$ cat src/rtl/fc_weight_loader.sv
// fc_weight_loader
// Sequences a full weight load into the fully-connected stack. After a start
// pulse it accepts weight words over a valid/ready handshake and steers each
// word to one layer at a time, from layer NumLayers-1 (input side) down to
// layer 0. The number of words taken by layer i is LayerBeats[i].
//
// Ports:
//   clk              - clock, all logic on the rising edge
//   res              - synchronous active-high reset
//   in_start         - single-cycle request to begin a full load (ignored while loading)
//   in_abort         - stop the current load and return to idle
//   in_valid         - source word valid
//   in_weights       - source word, one weight per neuron lane
//   in_ready         - loader accepts a word this cycle
//   out_weights      - registered word to the FC top
//   out_load_weights - one-hot load strobe for the layer receiving out_weights
//   out_layer        - index of the layer currently being loaded
//   out_busy         - high while loading
//   out_done         - single-cycle pulse after the last word of layer 0
module fc_weight_loader #(
  parameter int M_W_BitSize                 = 8,
  parameter int NumLayers                   = 4,
  parameter int MaxNumNerves                = 8,
  parameter int LayerBeats [NumLayers-1:0]  = '{2, 4, 8, 4}
) (
  input  logic                                     clk,
  input  logic                                     res,
  input  logic                                     in_start,
  input  logic                                     in_abort,
  input  logic                                     in_valid,
  input  logic [MaxNumNerves-1:0][M_W_BitSize-1:0] in_weights,
  output logic                                     in_ready,
  output logic [MaxNumNerves-1:0][M_W_BitSize-1:0] out_weights,
  output logic [NumLayers-1:0]                     out_load_weights,
  output logic [(NumLayers > 1 ? $clog2(NumLayers) : 1)-1:0] out_layer,
  output logic                                     out_busy,
  output logic                                     out_done
);

  localparam int LayerW = (NumLayers > 1) ? $clog2(NumLayers) : 1;

  function automatic int max_beats();
    int m;
    m = 1;
    for (int i = 0; i < NumLayers; i++) begin
      if (LayerBeats[i] > m) m = LayerBeats[i];
    end
    return m;
  endfunction

  localparam int CntW = $clog2(max_beats()) + 1;

  typedef enum logic {IDLE = 1'b0, LOAD = 1'b1} state_t;

  state_t                                   state_reg;
  state_t                                   state_next;
  logic [CntW-1:0]                          cnt_reg;
  logic [LayerW-1:0]                        layer_reg;
  logic [MaxNumNerves-1:0][M_W_BitSize-1:0] weights_reg;
  logic [NumLayers-1:0]                     load_reg;
  logic                                     done_reg;

  // Index of the last beat of every layer, checked at elaboration.
  logic [CntW-1:0] last_beat [NumLayers];

  genvar gi;
  generate
    for (gi = 0; gi < NumLayers; gi++) begin : g_beats
      if (LayerBeats[gi] < 1) begin : g_bad_beats
        $error("fc_weight_loader: every LayerBeats entry must be >= 1");
      end
      assign last_beat[gi] = CntW'(LayerBeats[gi] - 1);
    end
  endgenerate

  logic accept;
  logic beat_last;
  logic final_beat;

  assign accept     = in_valid && in_ready;
  assign beat_last  = (cnt_reg == last_beat[layer_reg]);
  assign final_beat = beat_last && (layer_reg == '0);

  // State register
  always_ff @(posedge clk) begin
    if (res) state_reg <= IDLE;
    else     state_reg <= state_next;
  end

  // Next-state logic; abort has priority over start in idle
  always_comb begin
    state_next = state_reg;
    case (state_reg)
      IDLE: if (in_start && !in_abort) state_next = LOAD;
      LOAD: begin
        if (in_abort)                  state_next = IDLE;
        else if (accept && final_beat) state_next = IDLE;
      end
      default: state_next = IDLE;
    endcase
  end

  // Moore-style outputs plus the abort override on ready
  always_comb begin
    in_ready = 1'b0;
    out_busy = 1'b0;
    if (state_reg == LOAD) begin
      in_ready = !in_abort;
      out_busy = 1'b1;
    end
  end

  // Datapath: beat counter, layer index and registered outputs
  always_ff @(posedge clk) begin
    if (res) begin
      cnt_reg     <= '0;
      layer_reg   <= '0;
      weights_reg <= '0;
      load_reg    <= '0;
      done_reg    <= 1'b0;
    end else begin
      // Strobe only in the cycle right after an accepted beat
      load_reg <= accept ? (NumLayers'(1) << layer_reg) : '0;
      done_reg <= accept && final_beat;
      if (accept) weights_reg <= in_weights;

      case (state_reg)
        IDLE: begin
          if (in_start && !in_abort) begin
            cnt_reg   <= '0;
            layer_reg <= LayerW'(NumLayers - 1);
          end
        end
        LOAD: begin
          if (in_abort) begin
            cnt_reg   <= '0;
            layer_reg <= '0;
          end else if (accept) begin
            if (beat_last) begin
              cnt_reg <= '0;
              // Layer 0 is the last one; it stays at 0 on the way back to idle
              if (layer_reg != '0) layer_reg <= layer_reg - LayerW'(1);
            end else begin
              cnt_reg <= cnt_reg + CntW'(1);
            end
          end
        end
        default: ;
      endcase
    end
  end

  assign out_weights      = weights_reg;
  assign out_load_weights = load_reg;
  assign out_layer        = layer_reg;
  assign out_done         = done_reg;

endmodule
$ cat config.mk
export PLATFORM = sky130hd
export DESIGN_NAME = fc_weight_loader
export DESIGN_NICKNAME = d
export VERILOG_FILES = /design/src/rtl/fc_weight_loader.sv
export SDC_FILE = /design/constraint.sdc
export NUM_CORES = 1
export LEC_CHECK = 0
export CAP_MARGIN = 20
export CORE_ASPECT_RATIO = 1.2
export CORE_UTILIZATION = 36
export DETAILED_ROUTE_END_ITERATION = 12
export PLACE_DENSITY = 0.76
export SETUP_SLACK_MARGIN = 0.02
export SYNTH_ARGS = -nofsm -noshare
export SYNTH_HDL_FRONTEND = slang
export SYNTH_SLANG_ARGS = --single-unit
$ cat constraint.sdc
create_clock -name clk -period 1.79 [get_ports clk]
set_clock_uncertainty 0.05 [all_clocks]
set_input_delay 0.4475 -clock clk [delete_from_list [all_inputs] [get_ports clk]]
set_output_delay 0.4475 -clock clk [all_outputs]
set_load 0.005 [all_outputs]
==> summary.md, run 1 <==
| Metric | Value |
|---|---|
| Status | complete, no violations |
| Largest register FFs | 64 |
| Clock Pin Slew Worst Setup and Hold Paths | 0.08 ns |
| Unrepaired setup endpoints after global routing | true |
| Cell variety after synth | 34 |
| Routed WL | 7660 um |
| Initial DRT Pass Iterations | 6 |
| Syn_nets | 421 |
| H-tree levels | 3 |
| Drc violations | 0 |
| Initial DRC count | 110 |
| Routed via count | 2894 |
| Max-capacitance violation count | 0 |
| Relative slew slack | 73.2% |
| CTS Sinks | 76 |
| N_diodes | 0 |
| Most frequent cells in the layout | 136 x clkdlybuf4s50_1, 133 x nand2_1, 73 x dfxtp_1 |
| Antenna-violating nets left | 0 |
| First-pass GRT wire length | 12500 um |
| Row cnt | 35 |
| Synth Cell Area | approximately 2800 um^2 |
| Data required time of the worst path | approximately 2 ns |
| Share of the synthesized area in the top cell type | a little over half |
| Mapped Cells | 348 |
| Overflow after GRT | 0 |
| Mean cell area of the mapped netlist | ~8.2 um^2 |
| Gpl congestion | roughly 0.82 |
| CP Buf/Inv Count | 1 |
| Via density per instance | around 5 |
| Critical path launch point type | register |
| Slowest-stage cell, CP | or4b_4 |
| Die extent in x | 83.1 um |
| Worst setup EP type | register |
| CP max FO | 4 |
| Post-DP HPWL | 5480 um |
| Dpl cell area | ~4400 um^2 |
| Final core occ | 61.8% |
| CTS max path bufs | 2 |
| Synth Warn # | 0 |
| Nets@finish | about 570 |
| Pwr dens | approximately 780 nW/um^2 |
| Pin count of the biggest net entering global routing | 39 |
| DP Cell Count | 577 |
| Die Ht | a little under 100 um |
| Worst-margin pin slew | roughly 0.4 ns |
| Final hold slack | between 0.3 and 0.4 ns |
| Final Hold Violating Endpoints | 0 |
| Delay of the slowest critical-path stage | ~0.49 ns |
| Final min period | 1.73 ns |
| Worst ir drop on vdd | a little under 600 uV |
| Initial antenna violation count | 0 |
| Layout cells sized above 1 | 10.3% |
| Post-synthesis sequential area ratio | 53.5% |
| Vias in the first global route | between 2000 and 3000 |
| CTS tree | built |
| Cell taking the most area after synthesis | dfxtp_1 |
| Design area | around 4700 um^2 |
| Post-synth EDFFs | 0 |
| Num CTS Buffers | 9 |
| Worst path cell trace | buf_4, ha_4, xnor2_4, nand3_2, or4b_4, o211ai_1 |
| Largest cells by area after synthesis | dfxtp_1 54%, nand2_1 18%, a21oi_1 12%, buf_6 2.0%, ha_1 1.8% |
| Final std cells w/o fill | 595 |
| Clk root buf | clkbuf_8 |
| LEAKAGE | between 1.5 and 2 nW |
| Arr. time, crit path | roughly 1.9 ns |
| Post-synthesis register bit count | 76 |
| PortBufs | roughly 140 |
| FMAX | 0.579 GHz |
| Tcrit/Tclk final | between 90 and 100% |
| Final Max Slew Viols | 0 |
| Placeable Area | between 7000 and 8000 um^2 |
| Commonest non-fill, non-tap cell in the layout | clkdlybuf4s50_1 |
| CP delay by family, top | simple AND/OR/NAND/NOR gates |
| Most used DFF post-synth | dfxtp_1 |
| Crit Path Category | register to register |
| Area delta synth->final | 66.6% |
| Synth async-reset ratio | 0% |
| Drt wl/cell | roughly 13 um |
| Finish-stage setup viols | 0 |
| GRT Util Overall | 18.6% |
| Skew-Pair Late Insertion Delay | between 0.3 and 0.4 ns |
| Starting density of the core | approximately 37% |
| Type of the tightest min-delay check | primary input to register |
| Die ar. | between 8000 and 9000 um^2 |
| IO Pins | between 100 and 150 |
-- kinds of logic after synthesis --
logic type	synth area share [%]
adders and majority gates	1.76
DFF	53.5
buffers and inverters	5.42
AOI/OAI and AO/OA	15.1
xor gates and xnor gates	0.617
and+or+nand+nor	23.6
-- power breakdown --
group | internal (mW) | switching (mW)
Clock | 0.958 | 0.592
Sequential | 1.72 | 0.0160
Combinational | 0.248 | 0.144
Total | 2.92 | 0.752
-- worst paths after layout --
check	start	end	slack, ns	cells past startpoint
min reg2reg	out_weights[51]	out_weights[51]	0.40	2
max reg2reg	out_layer[0]	out_layer[1]	0.06	6
min	res	cnt_reg[3]	0.35	2
max	out_layer[0]	out_layer[1]	0.06	6
-- worst reg2reg max path, stage by stage (launching register included) --
cell and delay [ns]:
dfxtp_4 0.35, buf_4 0.15, ha_4 0.18, xnor2_4 0.17
nand3_2 0.12, or4b_4 0.49, o211ai_1 0.12
-- timing repair --
item                                    in CTS  in global routing
resized for setup                            9                  6
pin swaps                                    0                  2
hold buffers                                 0                  0
setup buffers                                3                  0
endpoints found under the setup margin       4                  2
-- synthesized netlist by cell type (2+ instances only) --
| library cell | n |
|---|---|
| nand2_1 | 133 |
| dfxtp_1 | 76 |
| a21oi_1 | 67 |
| clkbuf_1 | 12 |
| nor2_1 | 8 |
| buf_2 | 6 |
| buf_6 | 5 |
| ha_1 | 4 |
| inv_1 | 4 |
| nand3_1 | 3 |
| o211ai_1 | 3 |
| a31oi_1 | 2 |
| and2_1 | 2 |
| nor2b_1 | 2 |
| o2111ai_1 | 2 |
-- layout make-up --
class	count	area (um^2)
Clock buffer	11	141
Clock inverter	4	97.6
Sequential cell	76	1530
Fill cell	658	2930
Multi-Input combinational cell	244	1210
Inverter	4	15.0
Tap cell	92	115
Timing Repair Buffer	164	1620
-- metal layers --
layer  routed length, um  track usage (%)  part of all wire, %  up-vias
li1                    -                -                    -     1440
met1                3130             21.3                   41     1332
met2                3870             32.6                   51      100
met3                 387             4.65                  5.1       22
met4                 278             8.62                  3.6        0
met5                   0                0                    0        -
-- metrics by stage --
step	power (mW)	setup WS, ns	TNS (ns)
final	3.68	0.0640	0
after global routing	3.83	0.0110	0
after CTS	3.71	0.0289	0
after detailed placement	2.15	-0.317	-15.63
after global placement	2.14	-0.294	-13.53
after floorplan	1.89	0.0755	0
No activity file was read; power rests on OpenSTA's default activity.
==> run 2, diff against run 1 <==
ABC_AREA = 1   (was default)
CELL_PAD_IN_SITES_DETAIL_PLACEMENT = 0   (was default)
CELL_PAD_IN_SITES_GLOBAL_PLACEMENT = 1   (was default)
CORE_UTILIZATION = 25   (was 36)
PLACE_DENSITY = default   (was 0.76)
PLACE_DENSITY_LB_ADDON = 0.1   (was default)
SKIP_CTS_REPAIR_TIMING = 1   (was default)
==> run 2 against run 1 <==
Net effect:
- non-clock buffer count down 7
- power up 9.5%
- design area is 1.9% higher
- sequential share of layout area fell by 0.53 points
- clock-buffer cell count increased by 3
- register-to-register slack improved by 0.24 ns
- critical endpoint is now out_layer[1]
- largest cell class unchanged
==> summary.md, run 2 <==
| Metric | Value |
|---|---|
| Skew-Pair Late Insertion Delay | 0.33 ns (about the same) |
| Placeable Area | 11100 um^2 (was 7660 um^2) |
| Die ar. | 11900 um^2 (was 8250 um^2) |
| First-pass GRT wire length | 13400 um (was 12500 um) |
| Routed via count | 2822 (was 2894) |
| Placement Setup Slack | -0.269 ns (was -0.317 ns) |
| Synth Cell Area | 2870 um^2 (was 2840 um^2) |
| Crit Path Category | register to output port (was register to register) |
| Worst setup EP type | output port (was register) |
| Clk root buf | clkbuf_16 (was clkbuf_8) |
| Initial antenna violation count | 0 (unchanged) |
| Area delta synth->final | 68.0% (was 66.6%) |
| Synth async-reset ratio | 0% (unchanged) |
| Final worst slack | 0.0788 ns (was 0.0640 ns) |
| Footprint of the multi-input gates | 1140 um^2 (was 1210 um^2) |
| Data required time of the worst path | 1.29 ns (was 1.98 ns) |
| Row cnt | 42 (was 35) |
| Type of the tightest min-delay check | register to register (was primary input to register) |
| CTS tree | built (unchanged) |
| Top-count cell post-synth | nor2_1 (was nand2_1) |
| Arr. time, crit path | 1.21 ns (was 1.91 ns) |
| Syn_nets | 439 (was 421) |
| Clock Pin Slew Worst Setup and Hold Paths | 0.05 ns (was 0.08 ns) |
| CP delay by family, top | buffers and inverters (was simple AND/OR/NAND/NOR gates) |
| Layout cells sized above 1 | 7.74% (was 10.3%) |
| Initial DRT Pass Iterations | 4 (was 6) |
| Via density per instance | 4.21 (was 4.86) |
| LEAKAGE | 2.04 nW (was 1.66 nW) |
| Final hold slack | 0.427 ns (was 0.353 ns) |
| Synth Warn # | 0 (unchanged) |
| Gpl congestion | 0.729 (was 0.824) |
| Total power | 4.03 mW (was 3.68 mW) |
| Post-synthesis sequential area ratio | 53.0% (was 53.5%) |
| H-tree levels | 3 (unchanged) |
| Nets@finish | 586 (was 572) |
| Largest cells by area after synthesis | dfxtp_1 53%, nor2_1 19%, o21ai_0 10%, buf_6 3.5%, nand2_1 2.1% (was dfxtp_1 54%, nand2_1 18%, a21oi_1 12%, buf_6 2.0%, ha_1 1.8%) |
| CTS max path bufs | 2 (unchanged) |
| Cell variety after synth | 21 (was 34) |
| Overflow after GRT | 0 (unchanged) |
| Die extent in x | 99.8 um (was 83.1 um) |
| Sequential cell area | 1530 um^2 (about the same) |
| IO Pins | 142 (unchanged) |
| Commonest non-fill, non-tap cell in the layout | nor2_1 (was clkdlybuf4s50_1) |
| N_diodes | 0 (unchanged) |
| Worst-margin pin slew | 0.281 ns (was 0.401 ns) |
| Drc violations | 0 (unchanged) |
| Final TNS setup | 0 ns (unchanged) |
| FMAX | 0.584 GHz (was 0.579 GHz) |
| Cell taking the most area after synthesis | dfxtp_1 (unchanged) |
| Post-synth EDFFs | 0 (unchanged) |
| Starting density of the core | 25.9% (was 37.1%) |
| Delay of the slowest critical-path stage | 0.52 ns (was 0.49 ns) |
| Final min period | 1.71 ns (was 1.73 ns) |
| Most frequent cells in the layout | 143 x nor2_1, 139 x clkdlybuf4s50_1, 73 x dfxtp_1 (was 136 x clkdlybuf4s50_1, 133 x nand2_1, 73 x dfxtp_1) |
| Most used DFF post-synth | dfxtp_1 (unchanged) |
| Routed WL | 8340 um (was 7660 um) |
| Unrepaired setup endpoints after global routing | false (was true) |
| PortBufs | 141 (unchanged) |
| Finish-stage setup viols | 0 (unchanged) |
| Slowest-stage cell, CP | clkdlybuf4s50_1 (was or4b_4) |
| Final Max Slew Viols | 0 (unchanged) |
| Antenna-violating nets left | 0 (unchanged) |
| CP max FO | 5 (was 4) |
| GRT Util Overall | 14.7% (was 18.6%) |
| Share of the synthesized area in the top cell type | 53.0% (was 53.5%) |
| Drt wl/cell | 12.4 um (was 12.9 um) |
| Top cells by count, synth | 143 x nor2_1, 76 x dfxtp_1, 59 x o21ai_0, 16 x nand2_1, 11 x inv_1 (was 133 x nand2_1, 76 x dfxtp_1, 67 x a21oi_1, 12 x clkbuf_1, 8 x nor2_1) |
| CP Buf/Inv Count | 1 (unchanged) |
| Post-DP HPWL | 5740 um (was 5480 um) |
| Tcrit/Tclk final | 95.6% (was 96.4%) |
| Max-capacitance violation count | 0 (unchanged) |
| Final Hold Violating Endpoints | 0 (unchanged) |
| Fillers | 1131 (was 658) |
| Die Ht | 119 um (was 99.3 um) |
| Worst ir drop on vdd | 368 uV (was 597 uV) |
| Mapped Cells | 366 (was 348) |
| Num CTS Buffers | 9 (unchanged) |
| Initial DRC count | 67 (was 110) |
| Pin count of the biggest net entering global routing | 39 (unchanged) |
| Critical path launch point type | register (unchanged) |
| Relative slew slack | 81.3% (was 73.2%) |
| Pwr dens | 835 nW/um^2 (was 777 nW/um^2) |
| Mean cell area of the mapped netlist | 7.84 um^2 (was 8.17 um^2) |
| Worst path cell trace | clkdlybuf4s50_1 (was buf_4, ha_4, xnor2_4, nand3_2, or4b_4, o211ai_1) |
| CTS Sinks | 76 (unchanged) |
| Vias in the first global route | 2808 (was 2689) |
| Status | complete, no violations (unchanged) |
| Post-synthesis register bit count | 76 (unchanged) |
| Largest register FFs | 64 (unchanged) |
## run 2: final cells by class
type / instances / share of cell area (%)
flip-flops and latches: 76 / 31.7
inverters: 14 / 1.09
clock buffers: 14 / 5.68
well taps: 154 / 4.00
clock inverters: 1 / 0.623
repair buffers: 157 / 33.2
multi-input cells: 255 / 23.7
## run 2: worst paths after layout
path | start | to | slack, ns | cells after the start
worst max-delay path | out_layer[1] | out_layer[1] | 0.08 | 1
worst min-delay path | out_layer[0] | out_load_weights[2] | 0.43 | 1
worst min register to register | out_layer[0] | out_load_weights[2] | 0.43 | 1
worst max register to register | out_layer[1] | out_layer[0] | 0.30 | 9
## run 2: per-stage QoR
stage	utilization (%)	cell area (um^2)	cells
global route	43.5	4820	671
floorplan	-	2870	366
CTS	43.4	4810	671
detailed placement	40.6	4500	656
finish	43.5	4820	671
global placement	40.6	4500	656
## run 2: routing by layer
metal,vias to the layer above,global-route usage [%],wire length (um)
met2,84,23.8,3960
li1,1463,-,-
met3,9,6.34,641
met5,-,0,0
met1,1266,16.8,3630
met4,0,5.79,102
## run 2: power breakdown
part | total [mW] | switching, mW | internal, mW
combinational | 0.417 | 0.153 | 0.263
clock | 1.84 | 0.656 | 1.19
sequential | 1.77 | 0.0280 | 1.74
## run 2: kinds of logic (layout without fill, tap and decap cells)
logic type / count (synthesis) / after routing / share of synthesized area (%)
simple gates: 177 / 177 / 25.0
buf+inv: 35 / 186 / 7.19
compound gates: 73 / 73 / 12.7
fa+ha+maj: 4 / 4 / 1.74
flops: 76 / 76 / 53.0
xor+xnor: 1 / 1 / 0.305
==> run 3, diff against run 2 <==
CAP_MARGIN = 10   (was 20)
==> results of run 3 <==
Final layout, timing and power as in run 2 (identical DEF).
